===== src/rtl/icache_pkg.sv =====
// Shared definitions for the instruction-cache line-refill controller.
// Holds the refill FSM state type, default geometry constants and the
// burst-length encoding helper used by icache_refill_ctrl and its address generator.
package icache_pkg;

  typedef enum logic [1:0] {
    StIdle = 2'd0,
    StReq  = 2'd1,
    StFill = 2'd2,
    StDone = 2'd3
  } refill_state_e;

  localparam int unsigned LineWords = 8;
  localparam int unsigned OffW      = $clog2(LineWords);
  localparam int unsigned RamAw     = 11;
  localparam int unsigned PcW       = 32;

  // Memory bursts are encoded as length minus one.
  function automatic logic [7:0] mem_len_enc(input int unsigned words);
    return 8'(words - 1);
  endfunction

endpackage


===== src/rtl/icache_refill_addr_gen.sv =====
// Address generator for a cache-line refill.
// Latches the line fields of the missing PC, produces the line-aligned memory
// burst address and the data-RAM write address {line, beat}, and flags the last beat.
// Optional macro ICACHE_REFILL_BYPASS_EN adds slot_hit_o (current beat is the
// critical word of the miss).
//
// Ports:
//   clk_i, rst_ni  clock, asynchronous active-low reset
//   latch_i        capture miss_pc_i and clear the beat counter
//   beat_i         a refill beat is written this cycle; advance the counter
//   miss_pc_i      byte address of the missing instruction
//   mem_addr_o     line-aligned burst byte address
//   fill_addr_o    data-RAM word address of the current beat
//   last_beat_o    current beat is the final word of the line
//   slot_hit_o     (bypass build) current beat is the requested word
module icache_refill_addr_gen
  import icache_pkg::*;
#(
  parameter int unsigned LINE_WORDS = LineWords,
  parameter int unsigned RAM_AW     = RamAw,
  parameter int unsigned PC_W       = PcW
) (
  input  logic              clk_i,
  input  logic              rst_ni,
  input  logic              latch_i,
  input  logic              beat_i,
  input  logic [PC_W-1:0]   miss_pc_i,
  output logic [PC_W-1:0]   mem_addr_o,
  output logic [RAM_AW-1:0] fill_addr_o,
  output logic              last_beat_o
`ifdef ICACHE_REFILL_BYPASS_EN
  ,
  output logic              slot_hit_o
`endif
);

  localparam int unsigned OFF_W = $clog2(LINE_WORDS);

  logic [RAM_AW-OFF_W-1:0] line_ram_q;
  logic [PC_W-OFF_W-3:0]   line_pc_q;
  logic [OFF_W-1:0]        cnt_q;

  always_ff @(posedge clk_i or negedge rst_ni) begin
    if (!rst_ni) begin
      line_ram_q <= '0;
      line_pc_q  <= '0;
      cnt_q      <= '0;
    end else if (latch_i) begin
      line_ram_q <= miss_pc_i[RAM_AW+1:OFF_W+2];
      line_pc_q  <= miss_pc_i[PC_W-1:OFF_W+2];
      cnt_q      <= '0;
    end else if (beat_i) begin
      // Wraps at OFF_W bits; never consulted after the last beat.
      cnt_q <= cnt_q + OFF_W'(1);
    end
  end

  assign mem_addr_o  = {line_pc_q, {(OFF_W + 2){1'b0}}};
  assign fill_addr_o = {line_ram_q, cnt_q};
  assign last_beat_o = (cnt_q == OFF_W'(LINE_WORDS - 1));

`ifdef ICACHE_REFILL_BYPASS_EN
  logic [OFF_W-1:0] word_q;

  always_ff @(posedge clk_i or negedge rst_ni) begin
    if (!rst_ni) begin
      word_q <= '0;
    end else if (latch_i) begin
      word_q <= miss_pc_i[OFF_W+1:2];
    end
  end

  assign slot_hit_o = (cnt_q == word_q);

  logic unused_pc_bits;
  assign unused_pc_bits = ^miss_pc_i[1:0];
`else
  logic unused_pc_bits;
  assign unused_pc_bits = ^miss_pc_i[OFF_W+1:0];
`endif

endmodule


===== src/rtl/icache_refill_ctrl.sv =====
// Instruction-cache line-refill controller and data-RAM port arbiter.
// On a miss, issues one burst read for the line, writes each returned beat into
// the single-port data RAM, and pulses refill_done_o (with refill_error_o) when
// the whole line is in. Refill beats take the RAM port; fetch lookups get it
// otherwise and see fetch_stall_o when they lose.
// Optional macro ICACHE_REFILL_BYPASS_EN adds bypass_valid_o/bypass_data_o,
// which forward the requested word as it arrives.
//
// Ports:
//   clk_i, rst_i                          clock, asynchronous active-low reset
//   fetch_rd_i, fetch_addr_i              fetch lookup request / RAM word address
//   fetch_stall_o                         fetch lookup lost the RAM port this cycle
//   miss_i, miss_pc_i                     miss request (level) and missing byte address
//   refill_busy_o                         refill in progress
//   refill_done_o, refill_error_o         completion pulse and its error status
//   mem_rd_o, mem_addr_o, mem_len_o       burst read request
//   mem_accept_i                          burst request accepted
//   mem_valid_i, mem_data_i, mem_error_i  returned beat
//   ram_addr_o, ram_data_o, ram_wr_o      data RAM port
module icache_refill_ctrl
  import icache_pkg::*;
#(
  parameter int unsigned LINE_WORDS = LineWords,
  parameter int unsigned RAM_AW     = RamAw,
  parameter int unsigned PC_W       = PcW
) (
  input  logic              clk_i,
  input  logic              rst_i,
  input  logic              fetch_rd_i,
  input  logic [RAM_AW-1:0] fetch_addr_i,
  output logic              fetch_stall_o,
  input  logic              miss_i,
  input  logic [PC_W-1:0]   miss_pc_i,
  output logic              refill_busy_o,
  output logic              refill_done_o,
  output logic              refill_error_o,
  output logic              mem_rd_o,
  output logic [PC_W-1:0]   mem_addr_o,
  output logic [7:0]        mem_len_o,
  input  logic              mem_accept_i,
  input  logic              mem_valid_i,
  input  logic [31:0]       mem_data_i,
  input  logic              mem_error_i,
  output logic [RAM_AW-1:0] ram_addr_o,
  output logic [31:0]       ram_data_o,
  output logic              ram_wr_o
`ifdef ICACHE_REFILL_BYPASS_EN
  ,
  output logic              bypass_valid_o,
  output logic [31:0]       bypass_data_o
`endif
);

  refill_state_e     state_q;
  logic              mem_rd_q;
  logic              busy_q;
  logic              done_q;
  logic              error_q;
  logic              err_flag_q;
  logic [7:0]        mem_len_q;

  logic              latch;
  logic              beat;
  logic              last_beat;
  logic [RAM_AW-1:0] fill_addr;
`ifdef ICACHE_REFILL_BYPASS_EN
  logic              slot_hit;
`endif

  assign latch = (state_q == StIdle) && miss_i;
  assign beat  = (state_q == StFill) && mem_valid_i;

  icache_refill_addr_gen #(
    .LINE_WORDS (LINE_WORDS),
    .RAM_AW     (RAM_AW),
    .PC_W       (PC_W)
  ) u_addr_gen (
    .clk_i       (clk_i),
    .rst_ni      (rst_i),
    .latch_i     (latch),
    .beat_i      (beat),
    .miss_pc_i   (miss_pc_i),
    .mem_addr_o  (mem_addr_o),
    .fill_addr_o (fill_addr),
    .last_beat_o (last_beat)
`ifdef ICACHE_REFILL_BYPASS_EN
    ,
    .slot_hit_o  (slot_hit)
`endif
  );

  always_ff @(posedge clk_i or negedge rst_i) begin
    if (!rst_i) begin
      state_q    <= StIdle;
      mem_rd_q   <= 1'b0;
      busy_q     <= 1'b0;
      done_q     <= 1'b0;
      error_q    <= 1'b0;
      err_flag_q <= 1'b0;
      mem_len_q  <= '0;
    end else begin
      done_q  <= 1'b0;
      error_q <= 1'b0;
      unique case (state_q)
        StIdle: begin
          if (miss_i) begin
            state_q    <= StReq;
            mem_rd_q   <= 1'b1;
            busy_q     <= 1'b1;
            err_flag_q <= 1'b0;
            mem_len_q  <= mem_len_enc(LINE_WORDS);
          end
        end
        StReq: begin
          if (mem_accept_i) begin
            state_q  <= StFill;
            mem_rd_q <= 1'b0;
          end
        end
        StFill: begin
          if (mem_valid_i) begin
            err_flag_q <= err_flag_q | mem_error_i;
            if (last_beat) begin
              state_q <= StDone;
              done_q  <= 1'b1;
              // Fold in the final beat's error, which the flag has not seen yet.
              error_q <= err_flag_q | mem_error_i;
            end
          end
        end
        StDone: begin
          state_q <= StIdle;
          busy_q  <= 1'b0;
        end
        default: state_q <= StIdle;
      endcase
    end
  end

  assign mem_rd_o       = mem_rd_q;
  assign mem_len_o      = mem_len_q;
  assign refill_busy_o  = busy_q;
  assign refill_done_o  = done_q;
  assign refill_error_o = error_q;

  // Refill beats own the RAM port; every other cycle belongs to fetch.
  always_comb begin
    ram_wr_o      = beat;
    ram_addr_o    = fetch_addr_i;
    ram_data_o    = '0;
    fetch_stall_o = 1'b0;
    if (beat) begin
      ram_addr_o    = fill_addr;
      ram_data_o    = mem_data_i;
      fetch_stall_o = fetch_rd_i;
    end
  end

`ifdef ICACHE_REFILL_BYPASS_EN
  assign bypass_valid_o = beat && slot_hit;
  assign bypass_data_o  = bypass_valid_o ? mem_data_i : '0;
`endif

endmodule


===== config.mk =====
export PLATFORM = sky130hd
export DESIGN_NAME = icache_refill_ctrl
export DESIGN_NICKNAME = d
export VERILOG_FILES = /design/src/rtl/icache_pkg.sv /design/src/rtl/icache_refill_addr_gen.sv /design/src/rtl/icache_refill_ctrl.sv
export SDC_FILE = /design/constraint.sdc
export NUM_CORES = 1
export LEC_CHECK = 0
export CAP_MARGIN = 20
export CORE_MARGIN = 3
export CORE_UTILIZATION = 36
export CTS_CLUSTER_DIAMETER = 150
export DETAILED_ROUTE_END_ITERATION = 10
export GPL_ROUTABILITY_DRIVEN = 0
export HOLD_SLACK_MARGIN = 0.15
export PLACE_DENSITY = 0.91
export SYNTH_ARGS = -nofsm -noshare
export SYNTH_HDL_FRONTEND = slang
export SYNTH_SLANG_ARGS = --single-unit

===== constraint.sdc =====
create_clock -name clk_i -period 4.2 [get_ports clk_i]
set_input_delay 1.05 -clock clk_i [delete_from_list [all_inputs] [get_ports clk_i]]
set_output_delay 1.05 -clock clk_i [all_outputs]
set_load 0.1 [all_outputs]

=== Word level (Yosys, flattened, before mapping) ===
Cells that the tools add are included.

* Muxes and demuxes: 23
* Bitwise gates (word level): 1
* Reductions and logical operators: 12
* Equality and inequality tests: 8
* $add $sub $neg: 1

{| class="wikitable"
|+ Operator list
! cell !! count
|-
| 32-bit 2-to-1 mux || 1
|-
| 1-bit 2-to-1 mux || 11
|-
| 11-bit 2-to-1 mux || 1
|-
| 2-bit 2-to-1 mux || 4
|-
| 2-bit inequality test, second input constant || 4
|-
| 2-bit one-hot mux with 4 select lines || 1
|-
| 2-bit nonzero test || 4
|-
| 3-bit 2-to-1 mux || 2
|-
| 1-bit one-hot mux with 2 select lines || 3
|-
| 3-bit AND reduction || 2
|-
| 2-bit == test, second input constant || 2
|-
| 2-bit AND reduction || 2
|-
| 4-bit AND reduction || 1
|-
| 3-bit by 1-bit adder with 3-bit output, second input constant || 1
|-
| 3-bit == test, second input constant || 1
|-
| 2-bit by 1-bit == test with 1-bit output, second input constant || 1
|-
| 1-bit logical AND || 2
|-
| 2-bit zero test || 1
|-
| 1-bit bitwise OR || 1
|}

* Bits in registers: 46

=== Longest topological paths before layout ===
Gate-level depths: netlist (run 1).

* Depth after elaboration: 4
* Gate-level depth with buffers: 7
* Depth with buffers taken out: 6

=== Modules after synthesis ===
Synthesis (run 1) repeated with hierarchy kept, for this count alone.

* Cells, all modules: 181
* Area total of the unflattened synthesis: 2272.2 um2

{| class="wikitable"
|+ By module, submodules not included
! module !! cells each !! instances !! area an instance (um2)
|-
| icache_refill_addr_gen || 82 || 1 || 1356.3
|-
| icache_refill_ctrl || 99 || 1 || 915.9
|}

=== Least setup slack after synthesis (run 1) ===
OpenSTA, ideal clock, no wires.

* Kind: input-to-output
* From: in mem_valid_i
* To: out ram_addr_o[0]
* Required time: 3.150 ns
* Arrival: 2.405 ns
* Path slack: 0.745 ns
* Buffers on the path: 2
* Stages on the path: 5
* Cells stage by stage: buf_4 > nand2_2 > inv_2 > buf_6 > mux2_1

* Word-level cells in the longest chain between the ends: 2

{| class="wikitable"
|+ Ends and longest elaborated chain
! element !! line !! source
|-
| start: declaration || icache_refill_ctrl.sv:41 || <nowiki>input logic mem_valid_i,</nowiki>
|-
| 1-bit logical AND || icache_refill_ctrl.sv:71 || <nowiki>assign beat = (state_q == StFill) && mem_valid_i;</nowiki>
|-
| via ram_wr_o || icache_refill_ctrl.sv:46 || <nowiki>output logic ram_wr_o</nowiki>
|-
| 11-bit 2-to-1 mux || icache_refill_ctrl.sv:152 || <nowiki>if (beat) begin</nowiki>
|-
| end: declaration || icache_refill_ctrl.sv:44 || <nowiki>output logic [RAM_AW-1:0] ram_addr_o,</nowiki>
|}

The timed path passes the listed nets, and every way through them passes these cells.

=== Worst setup path after layout (run 1) ===
* From: in mem_valid_i
* To: out ram_addr_o[2]

* Word-level cells in the longest chain between the ends: 2

{| class="wikitable"
|+ Ends and longest elaborated chain
! element !! line
|-
| 1-bit logical AND || icache_refill_ctrl.sv:71
|-
| 11-bit 2-to-1 mux || icache_refill_ctrl.sv:152
|}

Every way passes these cells.

==> results_dict.tcl, run 1 <==
set metrics [dict create \
    core_um2 5640 \
    via_count 2097 \
    flow.area_growth_from_synthesis_pct 95.0 \
    ant_nets 0 \
    period_minus_slack_ns 3.58 \
    synth_enable_flop_cells 0 \
    detail_route.drc_violations 0 \
    routed_via_density 4.63 \
    drv_slew 0 \
    yosysMostFrequentCell "sky130_fd_sc_hd__nand2_1" \
    vdd_ir_drop_max_mv 0.591 \
    wl_cell_um 15.3 \
    run_status "finished clean" \
    critical_path.endpoint_type "primary output" \
    post_synth_inst_count 242 \
    post_cts.resized_instances 0 \
    critical_path_required_ns 3.15 \
    cts_inserted_buffers 5 \
    cell_type_contributing_the_most_total_cell_area_after_synthesis "sky130_fd_sc_hd__dfrtp_1" \
    instances_no_fill 453 \
    boundaryPins 171 \
    first_global_vias 2254 \
    globalRoute.totalOverflow 0 \
    yosysTopAreaCellShare_pct 44.4 \
    final.fill_count 399 \
    start_util_pct 37.9 \
    post-route-period-util_pct 85.2 \
    final_core_util_pct 74.0 \
    cp.arrival_ns 2.53 \
    timing.clock.skew_ns 0.00471 \
    detail_route.iter0.violations 72 \
    numPlacedInstances 446 \
    netlist_area_um2 2140 \
    cellLeakagePower_nw 2.01 \
    pwr_density_cell_nw_per_um2 882 \
    syn_avg_cell_area_um2 8.84 \
    rows 27 \
    setup.worst_path.start_class "input pin" \
    antenna_found_initial 0 \
    tritoncts_num_sinks 38 \
    setup_violations 0 \
    yosys_register_bits 38 \
    wl_um 6920 \
    insertion_delay_ns 0.28 \
    total_power_mw 3.68 \
    synth-async-reset-ratio_pct 100 \
    worst_hold_path_type "flip-flop to flip-flop" \
    global_route_wire_length_before_repair_um 11300 \
    drtPass1Iterations 4 \
    ys.warnings.count 0 \
    place_hpwl_um 5570 \
    worst-path-max-fanout 15 \
    fp.dieH_um 83.1 \
    cts.clk_slew.worst_paths_ns 0.07 \
    synth-seq-area-share_pct 44.4 \
    synth.area.top_cells "sky130_fd_sc_hd__dfrtp_1 44%, sky130_fd_sc_hd__nand2_1 15%, sky130_fd_sc_hd__and3_1 9.9%" \
    clock-root-buffer "sky130_fd_sc_hd__clkbuf_8" \
    grt_setup_unrepaired "false" \
    synth_flop_cell "sky130_fd_sc_hd__dfrtp_1" \
    worst-setup-path-type "input pin to primary output" \
    max_clock_freq_mhz 279 \
    die_width_um 83.1 \
    grt_max_degree 39 \
    maxSlewHeadroom_pct 32.4 \
    antenna_cells_inserted 0 \
    hold_violations 0 \
    max_slew.worst_pin.slew_ns 1.01 \
    ctsHoldBuffers 0 \
    cts_setup_buffers 0 \
    totalNegativeSetupSlack_ns 0 \
    final_layout_size_suffix_gt1_share_pct 17.3 \
    fin_nets 471 \
    cts_htree_levels 2 \
    port_buffers 155 \
    grtUsageTotal_pct 20.0 \
    die-area_um2 6900 \
    synth_top_cells_by_count "88 x sky130_fd_sc_hd__nand2_1, 38 x sky130_fd_sc_hd__dfrtp_1, 34 x sky130_fd_sc_hd__and3_1" \
    synth_cell_types 29 \
    ctsLongestPathBuffers 2 \
    tritoncts "built" \
    number_of_max_cap_violations 0 \
]
==> flip-flops by register name, summed over array words and instances, names as in the netlist <==
register              count
mem_len_o                 1
u_addr_gen.line_pc_q     27
state_q                   2
mem_rd_o                  1
refill_error_o            1
refill_busy_o             1
refill_done_o             1
err_flag_q                1
u_addr_gen.cnt_q          3
==> cells by family after synthesis <==
| group | share of synthesized area (%) |
|---|---|
| fa+ha+maj | 4.68 |
| other cells | 0.175 |
| simple gates | 29.1 |
| mux | 6.32 |
| compound gates | 3.74 |
| buf+inv | 11.1 |
| flops | 44.4 |
| xor+xnor | 0.409 |
==> metrics by stage <==
step           setup WS, ns  hold slack (ns)  instance area [um2]
2_1_floorplan         0.745            0.463                 2170
3_5_place_dp          0.622            0.463                 4060
4_1_cts               0.617            0.484                 4170
3_3_place_gp          0.637            0.457                 4060
6_report              0.620            0.480                 4170
5_1_grt               0.552            0.500                 4170
==> report_power, final <==
group | total, mW | internal, mW | switching [mW]
registers | 0.631 | 0.523 | 0.107
logic | 2.74 | 0.754 | 1.99
clock network | 0.311 | 0.190 | 0.121
total | 3.68 | 1.47 | 2.21
==> final cells by class <==
cell class              count  area (um2)  area share, %
repair buffers            158        2020           48.4
multi-input cells         174         985           23.6
flip-flops and latches     38         951           22.8
well taps                  72        90.1           2.16
clock buffers               6        82.6           1.98
clock inverters             1        30.0          0.720
inverters                   4        15.0          0.360
==> final timing paths <==
check	startpoint	end	slack, ns	cells after the start
setup / recovery	mem_valid_i	ram_addr_o[2]	0.62	5
min in group asynchronous	rst_i	u_addr_gen.line_pc_q[1]	0.85	1
max in group asynchronous	rst_i	u_addr_gen.line_pc_q[10]	2.82	1
hold / removal	u_addr_gen.line_pc_q[26]	u_addr_gen.line_pc_q[26]	0.48	2
hold reg to reg	u_addr_gen.line_pc_q[26]	u_addr_gen.line_pc_q[26]	0.48	2
setup reg to reg	state_q[0]	u_addr_gen.line_pc_q[14]	2.18	6
==> per-layer routing <==
metal,track usage (%),share of wire (%),up-vias
met4,5.05,1.5,0
li1,-,-,1022
met3,4.37,5.0,10
met2,37.9,57,74
met5,0,0,-
met1,22.4,37,991
==> cells in the final DEF, fill, tap and decap left out, types with 2 or more instances in the layout <==
| cell | instances |
|---|---|
| sky130_fd_sc_hd__buf_4 | 3 |
| sky130_fd_sc_hd__nor2_1 | 4 |
| sky130_fd_sc_hd__conb_1 | 10 |
| sky130_fd_sc_hd__nand2_1 | 88 |
| sky130_fd_sc_hd__mux2_2 | 5 |
| sky130_fd_sc_hd__clkdlybuf4s50_1 | 109 |
| sky130_fd_sc_hd__nor2b_4 | 2 |
| sky130_fd_sc_hd__dfrtp_1 | 38 |
| sky130_fd_sc_hd__inv_1 | 3 |
| sky130_fd_sc_hd__buf_12 | 45 |
| sky130_fd_sc_hd__mux2_1 | 7 |
| sky130_fd_sc_hd__nand2b_1 | 2 |
| sky130_fd_sc_hd__a21oi_1 | 3 |
| sky130_fd_sc_hd__clkbuf_8 | 6 |
| sky130_fd_sc_hd__and3_1 | 34 |
| sky130_fd_sc_hd__ha_1 | 8 |
==> critical path: stages <==
cell,delay (ns)
sky130_fd_sc_hd__clkdlybuf4s50_1,0.49
sky130_fd_sc_hd__nand2_2,0.08
sky130_fd_sc_hd__inv_2,0.31
sky130_fd_sc_hd__mux2_1,0.41
sky130_fd_sc_hd__buf_12,0.18
No activity file was read; power rests on OpenSTA's default activity.
==> run 2: changes to the inputs <==
--- a/config.mk
+++ b/config.mk
@@ -12,7 +12,8 @@
 export DETAILED_ROUTE_END_ITERATION = 10
 export GPL_ROUTABILITY_DRIVEN = 0
 export HOLD_SLACK_MARGIN = 0.15
-export PLACE_DENSITY = 0.91
+export PLACE_DENSITY = 0.87
 export SYNTH_ARGS = -nofsm -noshare
 export SYNTH_HDL_FRONTEND = slang
 export SYNTH_SLANG_ARGS = --single-unit
+export TNS_END_PERCENT = 5
==> constraint.sdc (replaced) <==
create_clock -name clk_i -period 4.2 [get_ports clk_i]
set_input_delay 1.05 -clock clk_i [delete_from_list [all_inputs] [get_ports clk_i]]
set_output_delay 1.05 -clock clk_i [all_outputs]
set_load 0.02 [all_outputs]
==> run 2 against run 1 <==
Against the previous run: fmax decreased by 8.3%; wire length decreased by 7.8%; largest power group unchanged; count of clock-buffer cells in the layout unchanged; clock skew decreased by 0.00064 ns; utilization decreased by 8.6 points; cell count unchanged; critical path type unchanged; sequential share of layout area increased by 3.0 points.
==> results_dict.tcl, run 2 (synthesis results as in run 1) <==
set metrics [dict create \
    most_frequent_cells_in_the_layout "154 x sky130_fd_sc_hd__clkdlybuf4s50_1, 88 x sky130_fd_sc_hd__nand2_1, 38 x sky130_fd_sc_hd__dfrtp_1, 34 x sky130_fd_sc_hd__and3_1, 10 x sky130_fd_sc_hd__conb_1" \
    rows 27 \
    hold_violations 0 \
    core_um2 5640 \
    die_width_um 83.1 \
    grt_max_degree 39 \
    global_route_wire_length_before_repair_um 10500 \
    grt_setup_unrepaired "false" \
    totalNegativeSetupSlack_ns 0 \
    fin_nets 471 \
    flow.area_growth_from_synthesis_pct 72.5 \
    post-route-period-util_pct 93.0 \
    cts_inserted_buffers 5 \
    cellLeakagePower_nw 1.76 \
    worst_hold_path_type "flip-flop to flip-flop" \
    tritoncts_num_sinks 38 \
    wl_um 6380 \
    fp.dieH_um 83.1 \
    post_cts.resized_instances 0 \
    place_hpwl_um 4940 \
    ctsLongestPathBuffers 2 \
    detail_route.iter0.violations 42 \
    pwr_density_cell_nw_per_um2 570 \
    layout.cells.most_common "sky130_fd_sc_hd__clkdlybuf4s50_1" \
    vdd_ir_drop_max_mv 0.314 \
    antenna_cells_inserted 0 \
    timing.clock.skew_ns 0.00407 \
    critPathMaxStageDelay_ns 0.54 \
    instances_no_fill 453 \
    setup_violations 0 \
    tritoncts "built" \
    final.fill_count 466 \
    clock-root-buffer "sky130_fd_sc_hd__clkbuf_8" \
    cp_cell_sequence "clkdlybuf4s50_1, nand2_2, inv_2, mux2_2, clkdlybuf4s50_1" \
    critical_path.endpoint_type "primary output" \
    cts_htree_levels 2 \
    crit_path_top_delay_cell "sky130_fd_sc_hd__clkdlybuf4s50_1" \
    routed_via_density 4.51 \
    run_status "finished clean" \
    via_count 2042 \
    ctsHoldBuffers 0 \
    grtUsageTotal_pct 18.7 \
    first_global_vias 2070 \
    cp.arrival_ns 2.85 \
    largest_register_ffs 27 \
    wl_cell_um 14.1 \
    register_with_the_most_flip_flops "u_addr_gen.line_pc_q" \
    worst-setup-path-type "input pin to primary output" \
    max_slew.worst_pin.slew_ns 1.03 \
    drv_slew 0 \
    detail_route.drc_violations 0 \
    number_of_max_cap_violations 0 \
    numPlacedInstances 446 \
    maxSlewHeadroom_pct 31.4 \
    max_clock_freq_mhz 256 \
    port_buffers 155 \
    cts.clk_slew.worst_paths_ns 0.07 \
    reg_top3 "u_addr_gen.line_pc_q: 27 flops, u_addr_gen.cnt_q: 3 flops, state_q: 2 flops" \
    setup.worst_path.start_class "input pin" \
    final_layout_size_suffix_gt1_share_pct 5.25 \
    antenna_found_initial 0 \
    start_util_pct 37.9 \
    die-area_um2 6900 \
    critical_path_required_ns 3.15 \
    cts_setup_buffers 0 \
    drtPass1Iterations 4 \
    insertion_delay_ns 0.29 \
    boundaryPins 171 \
    globalRoute.totalOverflow 0 \
    worst-path-max-fanout 15 \
    period_minus_slack_ns 3.90 \
    ant_nets 0 \
    crit_top_cell "sky130_fd_sc_hd__clkdlybuf4s50_1" \
]
-- run 2: layer usage --
metal | part of all wire, % | track usage, % | routed length [um] | vias to the layer above
li1 | - | - | - | 1025
met1 | 43 | 24.0 | 2720 | 940
met2 | 52 | 32.2 | 3310 | 75
met3 | 5.0 | 4.07 | 318 | 2
met4 | 0.36 | 4.01 | 23 | 0
met5 | 0 | 0 | 0 | -
-- run 2: cell type report --
type	count	area [um2]	share of cell area, %
Timing Repair Buffer	158	1570	42.5
Inverter	4	15.0	0.407
Tap cell	72	90.1	2.44
Multi-Input combinational cell	174	985	26.7
Clock buffer	6	72.6	1.97
Sequential cell	38	951	25.8
Clock inverter	1	7.51	0.203
-- run 2: metrics by stage --
| stage | setup slack (ns) | instance area [um2] | utilization [%] | power (mW) | hold slack (ns) |
|---|---|---|---|---|---|
| 2_1_floorplan | 1.20 | 2170 | - | 1.36 | 0.463 |
| 3_3_place_gp | 0.317 | 3610 | 64.0 | 1.85 | 0.456 |
| 3_5_place_dp | 0.275 | 3610 | 64.0 | 1.89 | 0.461 |
| 4_1_cts | 0.275 | 3690 | 65.4 | 2.13 | 0.478 |
| 5_1_grt | 0.225 | 3690 | 65.4 | 2.25 | 0.492 |
| 6_report | 0.295 | 3690 | 65.4 | 2.10 | 0.472 |
-- run 2: worst max-delay path: cells and delay by family --
kind,cells,cell delay (ns)
buffers and inverters,3,1.33
muxes,1,0.38
and+or+nand+nor,1,0.08
-- run 2: power by group --
group          switching (mW)  leakage, nW  total [mW]  internal [mW]
clock network           0.121       0.0373       0.235          0.114
logic                   0.645         1.25        1.24          0.597
registers               0.103        0.473       0.626          0.523
total                   0.869         1.76        2.10           1.23
-- run 2: final timing paths --
path | from | endpoint | slack (ns) | cells past startpoint
setup / recovery | mem_valid_i | ram_addr_o[6] | 0.30 | 5
hold / removal | u_addr_gen.line_pc_q[8] | u_addr_gen.line_pc_q[8] | 0.47 | 2
setup reg to reg | state_q[0] | err_flag_q | 2.26 | 5
hold reg to reg | u_addr_gen.line_pc_q[8] | u_addr_gen.line_pc_q[8] | 0.47 | 2
max in group asynchronous | rst_i | mem_rd_o | 2.81 | 1
min in group asynchronous | rst_i | u_addr_gen.line_pc_q[9] | 0.86 | 1
